File: config.mk
export PLATFORM = sky130hd
export DESIGN_NAME = pipe_hazard_sched
export DESIGN_NICKNAME = d
export VERILOG_FILES = /design/src/rtl/pipe_hazard_sched.sv
export SDC_FILE = /design/constraint.sdc
export NUM_CORES = 1
export LEC_CHECK = 0
export CORE_MARGIN = 2
export CORE_UTILIZATION = 35
export CTS_CLUSTER_DIAMETER = 150
export CTS_CLUSTER_SIZE = 30
export DETAILED_ROUTE_END_ITERATION = 10
export PLACE_DENSITY = 0.61
export SLEW_MARGIN = 25
export SYNTH_ARGS = -nofsm -noshare
export SYNTH_HDL_FRONTEND = slang
export SYNTH_SLANG_ARGS = --single-unit
File: constraint.sdc
create_clock -name clk -period 1.3 [get_ports clk]
set_input_delay 0.26 -clock clk [delete_from_list [all_inputs] [get_ports clk]]
set_output_delay 0.26 -clock clk [all_outputs]
set_load 0.05 [all_outputs]
File: src/rtl/pipe_hazard_sched.sv
// Pipeline stall/flush scheduler: merges MEM wait, multi-cycle EX and load-use hazards into stall/flush vectors.
// Optional STALL_PERF_EN adds saturating per-cause stall counters (perf_mem, perf_ex, perf_lu).
//
//   state   | meaning
//   --------+------------------------------------------------------------
//   S_IDLE  | no multi-cycle EX op in flight
//   S_BUSY  | EX op in flight; cnt = remaining stall cycles before retire
module pipe_hazard_sched #(
   parameter int EX_LAT = 4,
   parameter int MEM_TO = 255
`ifdef STALL_PERF_EN
   ,
   parameter int CNT_W  = 16
`endif
) (
   input  logic             clk,
   input  logic             reset,
   input  logic             lu_req,
   input  logic             ex_start,
   input  logic             mem_wait,
   input  logic             br_taken,
   output logic [5:0]       stall,
   output logic [5:0]       flush,
   output logic             ex_done,
   output logic             ex_busy,
   output logic             mem_timeout
`ifdef STALL_PERF_EN
   ,
   output logic [CNT_W-1:0] perf_mem,
   output logic [CNT_W-1:0] perf_ex,
   output logic [CNT_W-1:0] perf_lu
`endif
);

   localparam int CW = (EX_LAT > 2) ? $clog2(EX_LAT) : 1;
   localparam int MW = (MEM_TO > 1) ? $clog2(MEM_TO + 1) : 1;
   localparam logic [CW-1:0] CNT_START = CW'(EX_LAT - 2);
   localparam logic [MW-1:0] MEM_LIMIT = MW'(MEM_TO);

   typedef enum logic {S_IDLE = 1'b0, S_BUSY = 1'b1} state_t;

   state_t        state, state_nxt;
   logic [CW-1:0] cnt, cnt_nxt;
   logic [MW-1:0] mem_to_cnt;
   logic          ex_stall;
   logic          done_raw;
   logic          timeout_q;
   logic [5:0]    stall_raw;
   logic [5:0]    flush_raw;

   always_ff @(posedge clk) begin
      if (reset) begin
         state <= S_IDLE;
         cnt   <= '0;
      end else begin
         state <= state_nxt;
         cnt   <= cnt_nxt;
      end
   end

   always_comb begin
      state_nxt = state;
      cnt_nxt   = cnt;
      ex_stall  = 1'b0;
      done_raw  = 1'b0;
      case (state)
         S_IDLE: begin
            // a start under mem_wait is dropped; the held op re-requests next cycle
            if (ex_start && !mem_wait) begin
               ex_stall  = 1'b1;
               cnt_nxt   = CNT_START;
               state_nxt = S_BUSY;
            end
         end
         S_BUSY: begin
            if (cnt != '0) begin
               ex_stall = 1'b1;
               cnt_nxt  = cnt - CW'(1);
            end else if (!mem_wait) begin
               done_raw = 1'b1;
               if (ex_start) begin
                  ex_stall = 1'b1;
                  cnt_nxt  = CNT_START;
               end else begin
                  state_nxt = S_IDLE;
               end
            end else begin
               ex_stall = 1'b1;
            end
         end
         default: state_nxt = S_IDLE;
      endcase
   end

   always_comb begin
      stall_raw = 6'b000000;
      flush_raw = 6'b000000;
      if (mem_wait)      stall_raw = 6'b011111;
      else if (ex_stall) stall_raw = 6'b001111;
      else if (lu_req)   stall_raw = 6'b000111;
      for (int k = 0; k < 5; k++) begin
         flush_raw[k+1] = stall_raw[k] & ~stall_raw[k+1];
      end
      // a taken branch seen while ID is held is re-resolved once ID moves
      if (br_taken && !stall_raw[2]) flush_raw[2] = 1'b1;
   end

   always_ff @(posedge clk) begin
      if (reset) begin
         mem_to_cnt <= '0;
         timeout_q  <= 1'b0;
      end else begin
         if (!mem_wait)                     mem_to_cnt <= '0;
         else if (mem_to_cnt != MEM_LIMIT)  mem_to_cnt <= mem_to_cnt + MW'(1);
         if (mem_wait && mem_to_cnt == MEM_LIMIT) timeout_q <= 1'b1;
      end
   end

   assign stall       = reset ? 6'b000000 : stall_raw;
   assign flush       = reset ? 6'b000000 : flush_raw;
   assign ex_done     = ~reset & done_raw;
   assign ex_busy     = ~reset & (state == S_BUSY);
   assign mem_timeout = ~reset & timeout_q;

`ifdef STALL_PERF_EN
   always_ff @(posedge clk) begin
      if (reset) begin
         perf_mem <= '0;
         perf_ex  <= '0;
         perf_lu  <= '0;
      end else begin
         if (mem_wait && !(&perf_mem)) perf_mem <= perf_mem + CNT_W'(1);
         if (!mem_wait && ex_stall && !(&perf_ex)) perf_ex <= perf_ex + CNT_W'(1);
         if (!mem_wait && !ex_stall && lu_req && !(&perf_lu)) perf_lu <= perf_lu + CNT_W'(1);
      end
   end
`endif

endmodule

Word-level counts from Yosys, hierarchy flattened
Cells that the tools add are included.

Add/subtract/negate cells: 2. Multiply operators: 0. Div/mod/pow operators: 0. Order comparisons: 0. Equality and inequality tests: 5. Shifts and indexed selects: 0. Multiplexer cells: 19. Bitwise logic cells: 16. Reduce and logical (&&, ||, !) cells: 8.

Operators by type and width (number): $mux W6 (2); $add A8 B1 Y8 const B (1); $and A1 B1 Y1 (8); $eq A8 B8 Y1 const B (1); $mux W1 (8); $mux W2 (4); $ne A8 B8 Y1 const B (1); $not A1 Y1 (7); $ne A3 B2 Y1 const B (2); $mux W5 (1); $mux W4 (1); $pmux W2 S2 (1); $logic_and A1 B1 Y1 (3); $mux W3 (1); $reduce_and A3 Y1 (1); $logic_not A1 Y1 (2); $ne A2 B2 Y1 const B (1); $pmux W1 S2 (1); $reduce_bool A2 Y1 (1); $reduce_or A2 Y1 (1); $sub A2 B1 Y2 const B (1); $not A1 Y1 const A (1).

Bits in registers: 12. Bits in latches: 0. RAM bits: 0. Bits in read-only memories: 0. Output and inout port bits: 15. Logic and storage cells: 54. Memories kept: 0.

Longest topological paths before layout
Gate-level depths: netlist of the first run.

Depth after elaboration: 10. Gate-level depth with buffers: 6. Mapped depth without buffers: 5.

Worst setup path before layout of the first run
OpenSTA, ideal clock, no wires.

Kind: register to output. Start point: register cnt[0]. End point: output port flush[2]. Arrival time: 2.589 ns. Required time: 1.040 ns. Setup slack: -1.549 ns. Cell stages (with the launch flop): 6. Buffers on the path: 0. Cell sequence: dfxtp_1 -> inv_1 -> ha_1 -> nor2b_1 -> or3_1 -> nor4b_1.

Word-level cells in the longest chain between the ends: 9.

Ends and longest elaborated chain: start, declared (RTL line 43) `logic [CW-1:0] cnt, cnt_nxt;`; start signal, assigned (RTL line 57) `cnt <= cnt_nxt;`; $reduce_bool A2 Y1 * (RTL line 76) `if (cnt != '0) begin`; $mux W1 * (RTL line 76); $pmux W1 S2 * (RTL line 66) `case (state)`; $mux W4 * (RTL line 99) `else if (ex_stall) stall_raw = 6'b001111;`; $mux W5 * (RTL line 98) `if (mem_wait) stall_raw = 6'b011111;`; $not A1 Y1 or $logic_not A1 Y1 (tied branches) (RTL line 102, 105); $and A1 B1 Y1 or $logic_and A1 B1 Y1 (tied branches) (RTL line 102, 105); $mux W1 * (RTL line 105) `if (br_taken && !stall_raw[2]) flush_raw[2] = 1'b1;`; $mux W6 * (RTL line 120) `assign flush = reset ? 6'b000000 : flush_raw;`; end, declared (RTL line 23) `output logic [5:0] flush,`.

Every way passes the cells marked *; elsewhere a longest branch is shown, timed or not.

Final worst setup path of the first run
Same ends and word-level chain as after synthesis.

==> run metrics, run 1 <==
# hold bufs at CTS 0; final instance area 0.00140 mm2; gp weighted congestion 0.827; drt wl/cell 13.3 um; Pre-antenna DRT Iters 4; RR Startpoint cnt[0]; Yosys reg bits 12; Syn. warnings 0; Required @ worst endpoint 1.04 ns; vias in the first global route 794; PD cells 722 mW/mm2; global-route wire length before repair roughly 3400 um; status finished with violations; crit-path cells inv_2 -> ha_4 -> nor2b_2 -> or3_4 -> nor4b_4 -> buf_12; IR drop worst, VDD around 0.66 mV; PortBufs 17; most frequent cell after synthesis dfxtp_1; Leak Pwr 0.000559 uW; Final #Nets 143; H-tree depth 1; GRT Residual Overflow 0; DP HPWL 1400 um; Mapped Cells 88; Mean Syn Cell Area 7.96 um2; Layout Area Growth over Synthesis 99.1%; worst hold path class in -> reg; top_reg_cell synth dfxtp_1; max-slew violations 0; CP max stage delay 0.35 ns; clock buffer depth 2; Initial DRC Count 6; Clock Skews around 0.00048 ns; DP Area 0.00118 mm2; CTS Buf Count 3; final worst slack -0.625 ns; # rows 16; antenna-violating nets left 0; largest net degree at the start of global routing 8; Crit Path Category reg -> out; # IOs 21; GRT Util Overall 0.186; critical path startpoint category register; initial antenna violation count 0; Min Clock Period, post-route 1.92 ns; fillcell total 151; EDFF count, synth 0; layout cell share with drive strength beyond 1 0.624; Vias/cell 5.00; WL final ~2100 um; RSZ-0062 raised after global routing true; Reg clk slew, reported paths approximately 0.07 ns; failing checks setup timing; leading cell types by total area after synthesis dfxtp_1 (34%), buf_4 (6.4%), ha_1 (5.4%); Final setup viols 10; Initial Util 0.365; CP max FO 2; die footprint 0.00238 mm2; Hold Vio Cnt, Final 0; Yosys cell types 30; vias 800; Antenna Cells 0; post-synthesis async set-or-reset flop share 0; Die Y 48.7 um; top cells by count, synth dfxtp_1 (12), nor3_1 (7), buf_4 (6), nand2_1 (6); clock latency on the worst-skew pair 0.27 ns; fmax 520 MHz; CTS tree done; total of max-cap violations 0; Synth area leader dfxtp_1; Root Driver clkbuf_4; Synth top area share 0.343; die span in x between 40 and 50 um; Worst path slowest cell or3_4; clock sink count 12; hold_sp reset; DRC 0; Placed Instances 143; sequential area share after synthesis 0.343; Tcrit/Tclk final 1.48; fin cells 160; mapped cell area approximately 700 um2; area of the core 0.00192 mm2; Worst Setup End Kind output pin; Worst EP arrival 1.66 ns; Setup crit start cnt[0]
critical path: cells and delay by family (launching register included):
kind / cells / cell delay (ns)
fa+ha+maj: 1 / 0.13
buf+inv: 2 / 0.25
flops: 1 / 0.33
simple gates: 3 / 0.68
registers in the layout, summed over array words and instances (netlist names):
| signal | count |
|---|---|
| timeout_q | 1 |
| state | 1 |
| cnt | 2 |
| mem_to_cnt | 8 |
layout by cell type (no fill, tap or decap), types with 3 or more instances in the layout:
| cell type | count |
|---|---|
| a21oi_1 | 3 |
| a31oi_1 | 5 |
| buf_12 | 8 |
| buf_4 | 26 |
| buf_6 | 8 |
| clkbuf_4 | 3 |
| clkdlybuf4s50_1 | 3 |
| conb_1 | 3 |
| dfxtp_1 | 4 |
| dfxtp_2 | 7 |
| inv_2 | 3 |
| nand2_1 | 5 |
| nand3_1 | 4 |
| nor2b_2 | 3 |
| nor3_1 | 3 |
| nor3_4 | 3 |
| o21ai_0 | 4 |
metal layers:
| metal | global-route usage | up-vias | wire, um | share of wire |
|---|---|---|---|---|
| li1 | - | 400 | - | - |
| met2 | 0.365 | 25 | 1160 | 0.55 |
| met5 | 0 | - | 0 | 0 |
| met1 | 0.184 | 368 | 786 | 0.37 |
| met3 | 0.0247 | 7 | 105 | 0.050 |
| met4 | 0.100 | 0 | 65 | 0.031 |
where the power goes:
| group | switching [uW] | internal (uW) | total, uW |
|---|---|---|---|
| Clock | 121 | 170 | 291 |
| Combinational | 177 | 156 | 333 |
| Sequential | 7.22 | 376 | 383 |
worst paths after layout:
check / cells after the start / slack (ns) / endpoint
max: 6 / -0.62 / flush[2]
min reg2reg: 2 / 0.48 / cnt[0]
max reg2reg: 7 / -0.04 / cnt[1]
min: 3 / 0.39 / state
stage by stage:
step / utilization / setup TNS [ns] / total power (uW) / setup WS, ns / hold WS, ns
after global placement: 0.612 / -5.86 / 652 / -0.506 / 0.468
after global routing: 0.726 / -5.08 / 1050 / -0.680 / 0.403
final: 0.726 / -4.35 / 1010 / -0.625 / 0.391
after floorplan: - / -2.05 / 562 / -0.525 / 0.449
after CTS: 0.717 / -4.77 / 1010 / -0.692 / 0.479
after detailed placement: 0.612 / -6.19 / 659 / -0.545 / 0.468
final cells by class:
class,instances,area [um2],area share
sequential,12,253,0.181
tap,27,33.8,0.0242
timing repair buffer,47,495,0.355
inverter,5,22.5,0.0161
multi-input combinational,65,554,0.397
clock buffer,4,36.3,0.0260
kinds of logic (layout without fill, tap and decap cells):
| kind of cell | count (synthesis) | after routing | share of synthesized area |
|---|---|---|---|
| multiplexers | 1 | 1 | 0.0143 |
| buffers and inverters | 13 | 56 | 0.102 |
| AND/OR/NAND/NOR | 37 | 37 | 0.302 |
| AO/OA/AOI/OAI | 21 | 21 | 0.180 |
| other | 1 | 3 | 0.00535 |
| flip-flops | 12 | 12 | 0.343 |
| adder cells (fa/ha/maj) | 3 | 3 | 0.0536 |
what timing repair did:
item                                   CTS  global route
setup buffers                           14             3
gates resized for setup                 26            12
pin swaps                                7             3
endpoints found under the hold margin    0             0
setup endpoints to repair               13            18
(Power assumes the default switching activity.)
==> inputs of run 2 (changes only) <==
--- a/config.mk
+++ b/config.mk
@@ -10,7 +10,8 @@
 export CTS_CLUSTER_DIAMETER = 150
 export CTS_CLUSTER_SIZE = 30
 export DETAILED_ROUTE_END_ITERATION = 10
-export PLACE_DENSITY = 0.61
+export DONT_BUFFER_PORTS = 1
+export PLACE_DENSITY = 0.47
 export SLEW_MARGIN = 25
 export SYNTH_ARGS = -nofsm -noshare
 export SYNTH_HDL_FRONTEND = slang
==> run 2 against run 1 <==
Against the previous run: maximum frequency decreased by 2.8%; core utilization decreased by 13 points; hold slack got worse by 0.35 ns; the flow still finishes with violations (setup timing).
==> run metrics, run 2 (synthesis results as in run 1) <==
clock sink count 12; RSZ-0062 raised after global routing true; top flop regs mem_to_cnt (8), cnt (2); Antenna Cells 0; worst hold path class in -> reg; register area around 250 um2; Hold Worst Slack 0.0373 ns; die footprint 0.00238 mm2; gp weighted congestion 0.847; area of the multi-input gates 556 um2; Leak Pwr around 0.00041 uW; drt wl/cell 13.5 um; IR drop worst, VDD 0.542 mV; Tot Pwr 834 uW; final instance area 0.00114 mm2; Sum Neg Setup Slack -4.21 ns; status finished with violations; Worst Setup End Kind output pin; Final #Nets 117; # rows 16; Reg clk slew, reported paths 0.07 ns; vias 703; failing checks setup timing; largest net degree at the start of global routing 13; Initial DRC Count 24; WL final 1790 um; PortBufs 0; Pre-antenna DRT Iters 4; Die Y 48.7 um; total of max-cap violations 0; Tcrit/Tclk final 1.52; vias in the first global route 691; max-slew violations 0; Vias/cell 5.29; most frequent cells in the layout buf_4 (12), buf_12 (7), o21ai_0 (5), dfxtp_2 (5), dfxtp_1 (5); CTS tree done; Crit Path Category reg -> out; max FFs per register 8; commonest non-fill, non-tap cell in the layout buf_4; H-tree depth 1; Placed Instances between 100 and 150; clock latency on the worst-skew pair 0.27 ns; initial antenna violation count 0; GRT Residual Overflow 0; fillcell total 178; fin cells 133; DP Area 0.00103 mm2; Layout Area Growth over Synthesis 62.9%; CTS Buf Count 3; DRC 0; Min Clock Period, post-route 1.98 ns; CP max FO 2; Worst path slowest cell or3_4; Required @ worst endpoint 1.04 ns; DP HPWL between 1000 and 1500 um; Final setup viols 10; critical path startpoint category register; largest reg by FF count mem_to_cnt; Hold Vio Cnt, Final 0; global-route wire length before repair 3130 um; area of the core ~0.0019 mm2; PD cells 731 mW/mm2; Clock Skews 0.00229 ns; GRT Util Overall 0.169; antenna-violating nets left 0; final worst slack -0.680 ns; Initial Util 0.365; Root Driver clkbuf_4; clock buffer depth 2; # hold bufs at CTS 0; die span in x 48.7 um; fmax 505 MHz; layout cell share with drive strength beyond 1 0.538; CP max stage delay 0.39 ns; Worst EP arrival 1.72 ns; crit-path cells inv_2 -> ha_4 -> nor2b_4 -> or3_4 -> nor4b_4 -> buf_12; # IOs 21
==> run 2: worst max-delay path: cells and delay by family (launching register included) <==
kind / cells / cell delay, ns
flops: 1 / 0.33
fa+ha+maj: 1 / 0.15
buf+inv: 2 / 0.25
simple gates: 3 / 0.72
==> run 2: what timing repair did <==
action	4_1_cts	5_1_grt
buffers inserted	4	1
pin swaps	3	6
resized for setup	9	10
endpoints found under the setup margin	9	13
==> run 2: final cells by class <==
cell class / count / area share
Clock buffer: 3 / 0.0197
Inverter: 5 / 0.0197
Multi-Input combinational cell: 65 / 0.487
Sequential cell: 12 / 0.223
Tap cell: 27 / 0.0296
Timing Repair Buffer: 21 / 0.221
==> run 2: where the power goes <==
| part | switching (uW) | internal (uW) | total [uW] | leakage [uW] |
|---|---|---|---|---|
| Combinational | 135 | 93.3 | 228 | 0.000295 |
| Clock | 117 | 107 | 224 | 0.0000138 |
| Sequential | 8.19 | 374 | 382 | 0.000101 |
| Total | 259 | 574 | 834 | 0.000410 |
==> run 2: final timing paths <==
path | from | to | slack [ns] | cells after the start
max reg2reg | cnt[1] | cnt[1] | 0 | 8
min reg2reg | cnt[0] | cnt[0] | 0.48 | 2
max | cnt[1] | flush[2] | -0.68 | 6
min | reset | cnt[1] | 0.04 | 1
==> run 2: metal layers <==
layer / share of wire / track usage / vias up
met4: 0.0050 / 0.0571 / 0
met5: 0 / 0 / -
met3: 0.045 / 0.0556 / 2
li1: - / - / 349
met1: 0.47 / 0.242 / 336
met2: 0.48 / 0.235 / 16
==> run 2: metrics by stage <==
stage	utilization	setup WS [ns]
2_1_floorplan	-	-0.525
3_3_place_gp	0.536	-0.346
3_5_place_dp	0.536	-0.406
4_1_cts	0.580	-0.687
5_1_grt	0.594	-0.748
6_report	0.594	-0.680
==> inputs of run 3 (changes only) <==
--- a/config.mk
+++ b/config.mk
@@ -11,7 +11,6 @@
 export CTS_CLUSTER_SIZE = 30
 export DETAILED_ROUTE_END_ITERATION = 10
 export DONT_BUFFER_PORTS = 1
-export PLACE_DENSITY = 0.47
 export SLEW_MARGIN = 25
 export SYNTH_ARGS = -nofsm -noshare
 export SYNTH_HDL_FRONTEND = slang
==> constraint.sdc (replaced) <==
create_clock -name clk -period 1.7 [get_ports clk]
set_input_delay 0.34 -clock clk [delete_from_list [all_inputs] [get_ports clk]]
set_output_delay 0.34 -clock clk [all_outputs]
set_load 0.05 [all_outputs]
==> run 3 against run 2 <==
Against the previous run: the run still ends with setup timing left; non-clock buffer count fell by 6; global-route usage fell by 2.5 points; via count fell by 6.5%; hold slack improved by 0.083 ns; critical path type unchanged.
==> run metrics, run 3 (synthesis results as in run 1) <==
max FFs per register 8; RSZ-0062 raised after global routing true; combinational power share 0.224; worst hold path class in -> reg; die span in x 48.7 um; vias in the first global route 610; status finished with violations; Required @ worst endpoint around 1.4 ns; Min Clock Period, post-route 2.02 ns; CTS tree done; Initial Util 0.365; die footprint 0.00238 mm2; critical path startpoint category register; Layout Area Growth over Synthesis 42.1%; clock sink count 12; Final #Nets 111; Hold Worst Slack 0.120 ns; largest reg by FF count mem_to_cnt; clock buffer depth 2; Internal Power 473 uW; Reg clk slew, reported paths 0.08 ns; Tcrit/Tclk final 1.19; Final setup viols 7; Worst path slowest cell or3_4; DRC 0; Sw Share 0.293; H-tree depth 1; DP HPWL 1150 um; global-route wire length before repair 2710 um; max-slew violations 0; CTS Buf Count 3; layout cell share with drive strength beyond 1 0.366; # IOs 21; most frequent cells in the layout dfxtp_1 (10), buf_4 (7), a31oi_1 (5), nand2_1 (5), o21ai_0 (5); CP max stage delay around 0.35 ns; crit-path cells inv_2 -> ha_4 -> nor2b_2 -> or3_4 -> buf_6 -> nor3_4 -> buf_12; sequential share of power 0.436; final worst slack -0.322 ns; Die Y just under 50 um; Sum Neg Setup Slack -1.13 ns; Antenna Cells 0; Final Util 0.518; clock latency on the worst-skew pair about 0.27 ns; Tot Pwr roughly 670 uW; largest net degree at the start of global routing 13; antenna-violating nets left 0; fin cells 128; CP max FO 2; GRT Residual Overflow 0; vias 657; # rows 16; Placed Instances 122; clock group share of total power 0.339; Leak Pwr 0.000375 uW; total of max-cap violations 0; Pre-antenna DRT Iters 4; GRT Util Overall 0.144; Clock Skews 0.00473 ns; initial antenna violation count 0; Worst Setup End Kind output pin; drt wl/cell 12.1 um; commonest non-fill, non-tap cell in the layout dfxtp_1; Vias/cell 5.13; IR drop worst, VDD 0.493 mV; fmax roughly 490 MHz; failing checks setup timing; area of the core 0.00192 mm2; WL final 1550 um; PortBufs 0; Worst EP arrival approximately 1.7 ns; PD cells 672 mW/mm2; Hold Vio Cnt, Final 0; NetSw ~200 uW; Crit Path Category reg -> out; top flop regs mem_to_cnt (8), cnt (2); Root Driver clkbuf_4; gp weighted congestion 0.822; Initial DRC Count 3
run 3: cell count changes in the layout (fill, tap and decap cells not counted), sizes merged:
| cell | before | now |
|---|---|---|
| clkinvlp | 1 | 0 |
| buf | 21 | 15 |
| clkbuf | 3 | 4 |
| inv | 4 | 5 |
run 3: what timing repair did:
item / CTS / global route
setup endpoints to repair: 7 / 8
buffers inserted: 3 / 1
pin swaps: 2 / 3
gates resized for setup: 4 / 3
hold buffers: 0 / 0
run 3: power groups by stage:
stage / sequential [uW] / clock (uW) / combinational (uW)
after CTS: 292 / 236 / 151
after floorplan: 299 / 0 / 121
after global routing: 293 / 250 / 159
final: 292 / 227 / 150
after global placement: 298 / 0 / 138
after detailed placement: 299 / 0 / 140
run 3: metrics by stage:
step / setup slack [ns] / area (um2)
final: -0.322 / 996
after global routing: -0.384 / 996
after CTS: -0.356 / 991
after detailed placement: -0.0848 / 915
after global placement: -0.0528 / 915
after floorplan: -0.253 / 793
run 3: layer usage:
metal,vias up,GRT usage,part of all wire
li1,336,-,-
met1,305,0.172,0.45
met2,14,0.240,0.48
met3,2,0.0525,0.051
met4,0,0.0429,0.0090
met5,-,0,0
run 3: cell type report:
cell class	instances	area, um2
fillers	192	926
repair buffers	15	178
flip-flops and latches	12	243
multi-input cells	65	487
clock buffers	4	36.3
inverters	5	18.8
well taps	27	33.8
run 3: worst paths after layout:
kind,start,to,slack (ns),cells after the start
max,cnt[1],flush[3],-0.32,7
min,reset,cnt[0],0.12,1
max reg2reg,mem_to_cnt[0],mem_to_cnt[5],0.27,4
min reg2reg,cnt[0],cnt[0],0.48,2
run 3: critical path, delay by kind of cell (launching register included):
family                     cells  cell delay [ns]
and+or+nand+nor                3             0.57
DFF                            1             0.33
buffers and inverters          3             0.36
adders and majority gates      1             0.14
